`src/rtl/chopper_sequencer.sv`:
```
// Two-channel chopper timing sequencer: IDLE -> BLANK -> ON -> OFF -> BLANK cycle per
// channel, with blank / off / minimum-on countdowns and saturating off-event counters.
module chopper_sequencer #(
  parameter int COUNT_WIDTH = 16
) (
  input  logic                   clk,
  input  logic                   resetn,
  input  logic                   enable,
  input  logic [7:0]             config_blanktime,
  input  logic [9:0]             config_offtime,
  input  logic [7:0]             config_minimum_on_time,
  input  logic                   offtimer_en0,
  input  logic                   offtimer_en1,
  input  logic [7:0]             phase_ct,
  output logic [7:0]             blank_timer0,
  output logic [7:0]             blank_timer1,
  output logic [9:0]             off_timer0,
  output logic [9:0]             off_timer1,
  output logic [7:0]             minimum_on_timer0,
  output logic [7:0]             minimum_on_timer1,
  output logic [1:0]             state0,
  output logic [1:0]             state1,
  output logic [COUNT_WIDTH-1:0] off_count0,
  output logic [COUNT_WIDTH-1:0] off_count1
);

  localparam logic [1:0] ST_IDLE  = 2'd0;
  localparam logic [1:0] ST_BLANK = 2'd1;
  localparam logic [1:0] ST_ON    = 2'd2;
  localparam logic [1:0] ST_OFF   = 2'd3;
  localparam logic [COUNT_WIDTH-1:0] COUNT_MAX = '1;

  logic [7:0] phase_prev_reg;
  logic       step_event;

  // Reset also loads the live phase, so leaving reset never looks like a step.
  always_ff @(posedge clk) begin
    phase_prev_reg <= phase_ct;
  end

  assign step_event = (phase_ct != phase_prev_reg);

  logic                   offtimer_en_ch [2];
  logic [1:0]             state_out      [2];
  logic [7:0]             blank_out      [2];
  logic [9:0]             off_out        [2];
  logic [7:0]             min_on_out     [2];
  logic [COUNT_WIDTH-1:0] count_out      [2];

  assign offtimer_en_ch[0] = offtimer_en0;
  assign offtimer_en_ch[1] = offtimer_en1;

  genvar gi;
  generate
    for (gi = 0; gi < 2; gi++) begin : g_channel
      logic [1:0]             state_reg, state_next;
      logic [7:0]             blank_reg, blank_next;
      logic [9:0]             off_reg, off_next;
      logic [7:0]             min_on_reg, min_on_next;
      logic [COUNT_WIDTH-1:0] count_reg, count_next;

      always_comb begin
        state_next  = state_reg;
        blank_next  = (blank_reg != 8'd0) ? blank_reg - 8'd1 : 8'd0;
        min_on_next = (min_on_reg != 8'd0) ? min_on_reg - 8'd1 : 8'd0;
        off_next    = off_reg;
        count_next  = count_reg;
        case (state_reg)
          ST_IDLE: begin
            state_next  = ST_BLANK;
            blank_next  = config_blanktime;
            min_on_next = config_minimum_on_time;
            off_next    = 10'd0;
          end
          ST_BLANK: begin
            if (step_event) begin
              blank_next  = config_blanktime;
              min_on_next = config_minimum_on_time;
            end else if (blank_reg <= 8'd1) begin
              state_next = ST_ON;
            end
          end
          ST_ON: begin
            blank_next = 8'd0;
            off_next   = 10'd0;
            // An off request wins over a simultaneous step event.
            if (offtimer_en_ch[gi]) begin
              state_next = ST_OFF;
              off_next   = config_offtime;
              if (count_reg != COUNT_MAX) begin
                count_next = count_reg + 1'b1;
              end
            end else if (step_event) begin
              state_next  = ST_BLANK;
              blank_next  = config_blanktime;
              min_on_next = config_minimum_on_time;
            end
          end
          default: begin
            if (off_reg <= 10'd1) begin
              state_next  = ST_BLANK;
              off_next    = 10'd0;
              blank_next  = config_blanktime;
              min_on_next = config_minimum_on_time;
            end else begin
              off_next = off_reg - 10'd1;
            end
          end
        endcase
        if (!enable) begin
          state_next  = ST_IDLE;
          blank_next  = 8'd0;
          off_next    = 10'd0;
          min_on_next = 8'd0;
        end
      end

      always_ff @(posedge clk) begin
        if (!resetn) begin
          state_reg  <= ST_IDLE;
          blank_reg  <= 8'd0;
          off_reg    <= 10'd0;
          min_on_reg <= 8'd0;
          count_reg  <= '0;
        end else begin
          state_reg  <= state_next;
          blank_reg  <= blank_next;
          off_reg    <= off_next;
          min_on_reg <= min_on_next;
          count_reg  <= count_next;
        end
      end

      assign state_out[gi]  = state_reg;
      assign blank_out[gi]  = blank_reg;
      assign off_out[gi]    = off_reg;
      assign min_on_out[gi] = min_on_reg;
      assign count_out[gi]  = count_reg;
    end
  endgenerate

  assign state0            = state_out[0];
  assign state1            = state_out[1];
  assign blank_timer0      = blank_out[0];
  assign blank_timer1      = blank_out[1];
  assign off_timer0        = off_out[0];
  assign off_timer1        = off_out[1];
  assign minimum_on_timer0 = min_on_out[0];
  assign minimum_on_timer1 = min_on_out[1];
  assign off_count0        = count_out[0];
  assign off_count1        = count_out[1];

endmodule

```
`config.mk`:
```
export PLATFORM = sky130hd
export DESIGN_NAME = chopper_sequencer
export DESIGN_NICKNAME = d
export VERILOG_FILES = /design/src/rtl/chopper_sequencer.sv
export SDC_FILE = /design/constraint.sdc
export NUM_CORES = 1
export LEC_CHECK = 0
export CELL_PAD_IN_SITES_DETAIL_PLACEMENT = 1
export CELL_PAD_IN_SITES_GLOBAL_PLACEMENT = 1
export CORE_MARGIN = 5
export CORE_UTILIZATION = 38
export DETAILED_ROUTE_END_ITERATION = 12
export GPL_ROUTABILITY_DRIVEN = 0
export PLACE_DENSITY_LB_ADDON = 0.1
export SLEW_MARGIN = 20
export SYNTH_ARGS = -nofsm -noshare
export SYNTH_HDL_FRONTEND = slang
export SYNTH_SLANG_ARGS = --single-unit
```
`constraint.sdc`:
```
create_clock -name clk -period 6.83 [get_ports clk]
set_clock_uncertainty 0.05 [all_clocks]
set_input_delay 1.0245 -clock clk [delete_from_list [all_inputs] [get_ports clk]]
set_output_delay 1.0245 -clock clk [all_outputs]
set_load 0.05 [all_outputs]
```
### Word level (Yosys, flattened, before mapping)

Cells that the tools add are included.

* word-level logic and storage cells: 87
* memories: 0
* bits in read-only memories: 0
* RAM bits: 0
* latch bits: 0
* register bits: 96

* bitwise operators: 0
* shift operators: 0
* reduce and logical (&&, ||, !) cells: 13
* div/mod/pow operators: 0
* $lt $le $gt $ge: 4
* muxes and demuxes: 38
* $mul: 0
* equal/unequal tests: 13
* $add $sub $neg: 8

Operators by type and width (number)
* two-way mux 8 bit: 17
* one-hot mux 8 bit (3 select lines): 4
* one-hot mux 10 bit (3 select lines): 2
* two-way mux 10 bit: 4
* adder 16 x 1 -> 16 bit (second input constant): 2
* inequality test 16 bit (second input constant): 2
* nonzero test 8 bit: 4
* subtractor 8 x 1 -> 8 bit (second input constant): 4
* <= comparator 10 x 1 -> 1 bit (second input constant): 2
* subtractor 10 x 1 -> 10 bit (second input constant): 2
* two-way mux 2 bit: 9
* <= comparator 8 x 1 -> 1 bit (second input constant): 2
* one-hot mux 2 bit (3 select lines): 2
* inequality test 2 bit (second input constant): 4
* inequality test 8 bit: 1
* AND reduction 4 bit: 2
* nonzero test 4 bit: 2
* inequality test 3 bit (second input constant): 2
* AND reduction 3 bit: 2
* equality test 2 x 1 -> 1 bit (second input constant): 2
* equality test 2 bit (second input constant): 2
* zero test 2 bit: 2
* AND reduction 2 bit: 1

### Longest topological paths before layout

* depth after elaboration: 5
* mapped depth: 9
* gate-level depth less buffers: 8

### Worst setup path after synthesis

Ideal clock, no wire load.

* path type: input to register
* start point: in phase_ct[7]
* end point: reg g_channel[1].min_on_reg[3] (netlist: minimum_on_timer1[3])
* data arrival time: 2.721 ns
* cell stages on the path: 8
* path slack: 3.964 ns
* path buffers: 2
* library setup time: 0.095 ns
* path through: xor2_1 nor4_1 and2_1 buf_2 buf_2 nor2_1 or3_1 a221oi_1

* word-level cells in the longest chain between the ends: 4

RTL lines
* start: declaration: line 14 `input logic [7:0] phase_ct,`
* inequality test 8 bit *: line 41 `assign step_event = (phase_ct != phase_prev_reg);`
* two-way mux 8 bit *: line 76, 93
* two-way mux 8 bit: line 87 `if (offtimer_en_ch[gi]) begin`
* one-hot mux 8 bit (3 select lines) *: line 68 `case (state_reg)`
* end signal: assignment: line 129 `min_on_reg <= min_on_next;`
* end: declaration: line 59 `logic [7:0] min_on_reg, min_on_next;`

Mark *: on every way between the ends. The rest lies on a longest branch, timed or not.
A chain may end at the register's enable or synchronous reset.

### Worst setup path after layout

* start point: in phase_ct[5]
* end point: reg g_channel[1].blank_reg[1] (netlist: blank_timer1[1])

* word-level cells in the longest chain between the ends: 4
* elaborated cells on any way between the ends: 5

RTL lines
* inequality test 8 bit *: line 41
* two-way mux 8 bit: line 93 `end else if (step_event) begin`
* two-way mux 8 bit: line 87
* one-hot mux 8 bit (3 select lines) *: line 68
* end signal: assignment: line 127 `blank_reg <= blank_next;`
* end: declaration: line 57 `logic [7:0] blank_reg, blank_next;`

Marks and branches as above.

==> flow_summary_export.csv <==
group,metric,value,unit
setup_path,start_kind,"input port",
logic_synthesis,ys_seq_area_share,32.2,%
logic_synthesis,synth.area.mux_share,4.50,%
clock_tree,cts_hold_buffers,0,
logic_synthesis,post_synth_fa_ha_maj_area_fraction,5.44,%
setup_path,crit-reg2reg-capture,"blank_timer1[7]",
placement,buffer_ports.inserted,126,
setup_path,path_max_fanout,21,
route,drt_pass1_iterations,4,
route,detail_route.wirelength,20.9,mm
floorplan,start_util,39.0,%
setup_path,family_with_the_most_delay_on_the_worst_path,"simple AND/OR/NAND/NOR gates",
timing,fmax,281,MHz
finish,flow.area_growth_from_synthesis,29.4,%
setup_path,worst_setup_path_startpoint,"phase_ct[5]",
clock_tree,clk-insertion-delay-late,0.36,ns
setup_path,critical_path_cell_count,7,
logic_synthesis,largest_area_contributor_in_the_synthesized_netlist,"sky130_fd_sc_hd__dfxtp_1",
global_route,grt_remaining_overflow,0,
logic_synthesis,compound_gate_portion_of_the_synthesized_area,22.4,%
logic_synthesis,simple_gate_share_of_the_synthesized_area,24.2,%
logic_synthesis,dominantRegCellSynth,"sky130_fd_sc_hd__dfxtp_1",
setup_path,timing.reg2reg.worst_path_depth,5,
timing,whs,0.474,ns
route,viasPerCell,5.79,
finish,final_core_utilization,50.5,%
run,number_of_max_cap_violations,0,
route,via_count,6237,
clock_tree,cts_inserted_buffers,9,
logic_synthesis,combinational_family_with_the_most_area_after_synthesis,"simple AND/OR/NAND/NOR gates",
floorplan,boundaryPins,127,
clock_tree,cts_clk_pin_slew_worst_paths,0.07,ns
clock_tree,cts.sinks,96,
setup_path,critPathSlowestCell,"sky130_fd_sc_hd__nand2_1",
route,final_antenna_violating_net_count,0,
placement,placedCellCount,1061,
setup_path,required,6.99,ns
clock_tree,clock_tree_root_buffer_cell,"sky130_fd_sc_hd__clkbuf_16",
logic_synthesis,yosys_warnings,0,
worst_hold_path,min_path_type,"reg -> reg",
route,remaining_drc_errors,0,
timing,setup-tns-final,0,ns
timing,hold_viol,0,
logic_synthesis,synth_seq_cells,96,
clock_tree,post_cts.resized_instances,0,
logic_synthesis,synth-xor-area-share,6.89,%
logic_synthesis,syn-cell-area,5980,um2
floorplan,chip_height,135,um
floorplan,floorplan.rows,45,
setup_path,crit_arrival,3.71,ns
run_status,run_status,"finished, final reports clean",
clock_tree,cts_tree,"yes",
setup_path,cp-end-kind,"register",
timing,finalCriticalPeriod,3.56,ns
finish,drive_above_1_share,4.16,%
power,powerDensity,194,nW/um2
finish,finalNetCount,926,
setup_path,reg2reg_slack,4.01,ns
logic_synthesis,synthesis.nets,822,
global_route,grt_max_degree,50,
floorplan,core_region_area,15300,um2
timing,setup_viol_count_final,0,
power,p_leak,2.76,nW
logic_synthesis,synthDominantCellAreaShare,32.2,%
setup_path,cp-endpoint,"blank_timer1[1]",
route,drt-initial-drc-count,456,
clock_tree,cts.htree.levels,3,
timing,grt_setup_unrepaired,"false",
route,routedWlPerCell,19.4,um
finish,finish.cell_count_without_fillers,1077,
global_route,first_global_vias,6469,
setup_path,r2r-start,"off_timer1[2]",
logic_synthesis,synth_edf_count,0,
logic_synthesis,synth-async-reset-ratio,0,%
global_route,grt_pass1_wl,33.6,mm
setup_path,critPathMaxStageDelay,0.63,ns
timing,fraction_of_the_cycle_the_final_worst_path_needs,52.1,%
setup_path,cell_by_cell_listing_of_the_critical_path,"clkdlybuf4s50_1, xor2_1, nor4_1, nand2_1, a21o_1, a221oi_1, a211oi_1",
clock_tree,cts.repair_timing.setup_buffer_count,0,
power,pnr_total_power,1.50,mW
placement,detailed_place_hpwl,15.3,mm
floorplan,die_area,18300,um2
finish,layout.cells.most_common_list,"sky130_fd_sc_hd__clkdlybuf4s50_1, sky130_fd_sc_hd__nor2_1, sky130_fd_sc_hd__dfxtp_1",
global_route,groute.usage.overall,22.4,%
setup_path,path_class,"in -> reg",
clock_tree,clock_path_buffers,2,
logic_synthesis,netlist_instances,757,
logic_synthesis,synth.distinct_cells,55,
power,vdd_ir_drop_max,146,uV
finish,insertedDiodeCount,0,
logic_synthesis,synth_top_cells_by_area,"sky130_fd_sc_hd__dfxtp_1, sky130_fd_sc_hd__nor2_1, sky130_fd_sc_hd__ha_1",
setup_path,worstPathBufferInverterCount,1,
global_route,grt_antenna_before_repair,1,
floorplan,die_w,135,um
timing,timing.final.max_slew_violations,0,
logic_synthesis,syn-mean-instance-area,7.89,um2
timing,relSlewSlack,35.7,%
timing,timing_worst_slew_pin_value,0.964,ns
finish,mostFrequentLayoutCell,"sky130_fd_sc_hd__clkdlybuf4s50_1",
## synthesized netlist by cell type, drive strengths merged, types with 12 or more instances
cell type and instances:
nor2 101, dfxtp 96, nand2 61, o21ai 53
a21oi 46, a221oi 35, inv 32, clkbuf 30
ha 26, xor2 26, xnor2 21, mux2i 19
nor4 17, nand3 16, nor3 16, and3 15
and2 14, or3 12
## worst min-delay path by stage
stage                        from             to  slack (ns)  depth (start not counted)
floorplan           off_count1[1]  off_count1[1]        0.64                          2
global placement    off_count1[1]  off_count1[1]        0.44                          2
detailed placement  off_count1[5]  off_count1[5]        0.46                          2
CTS                 off_timer0[3]  off_timer0[3]        0.48                          2
global route        off_timer0[3]  off_timer0[3]        0.49                          2
finish              off_timer0[3]  off_timer0[3]        0.47                          2
## cell type report
type	count	area [um2]
Clock inverter	5	104
Clock buffer	11	243
Fill cell	1853	7580
Tap cell	211	264
Multi-Input combinational cell	593	3800
Timing Repair Buffer	129	1280
Sequential cell	96	1920
Inverter	32	120
## routing by layer
layer | up-vias | global-route usage (%) | wire length, um
li1 | 2978 | - | -
met1 | 3066 | 28.4 | 9210
met2 | 159 | 38.0 | 10200
met3 | 32 | 4.01 | 1030
met4 | 2 | 8.06 | 485
met5 | - | 0 | 7
## kinds of logic (layout without fill, tap and decap cells)
| logic type | count (synthesis) | after routing |
|---|---|---|
| mux | 26 | 26 |
| buf+inv | 68 | 177 |
| xor+xnor | 47 | 47 |
| fa+ha+maj | 26 | 26 |
| compound gates | 202 | 202 |
| flops | 96 | 96 |
| simple gates | 292 | 292 |
## where the power goes
| group | leakage, nW | internal [mW] | switching (mW) |
|---|---|---|---|
| clock network | 0.170 | 0.368 | 0.233 |
| logic | 1.81 | 0.115 | 0.189 |
| registers | 0.781 | 0.574 | 0.0187 |
## metrics by stage
| step | area (um2) | worst slack, ns |
|---|---|---|
| 2_1_floorplan | 5980 | 3.96 |
| 3_3_place_gp | 7380 | 3.19 |
| 3_5_place_dp | 7380 | 2.92 |
| 4_1_cts | 7730 | 3.28 |
| 5_1_grt | 7730 | 3.13 |
| 6_report | 7730 | 3.27 |
## tightest hold or removal path: stages, from the launching register on
cell and delay [ns]:
sky130_fd_sc_hd__dfxtp_1 0.34, sky130_fd_sc_hd__o21ai_0 0.08, sky130_fd_sc_hd__a21oi_1 0.06
No activity file was read; power rests on OpenSTA's default activity.
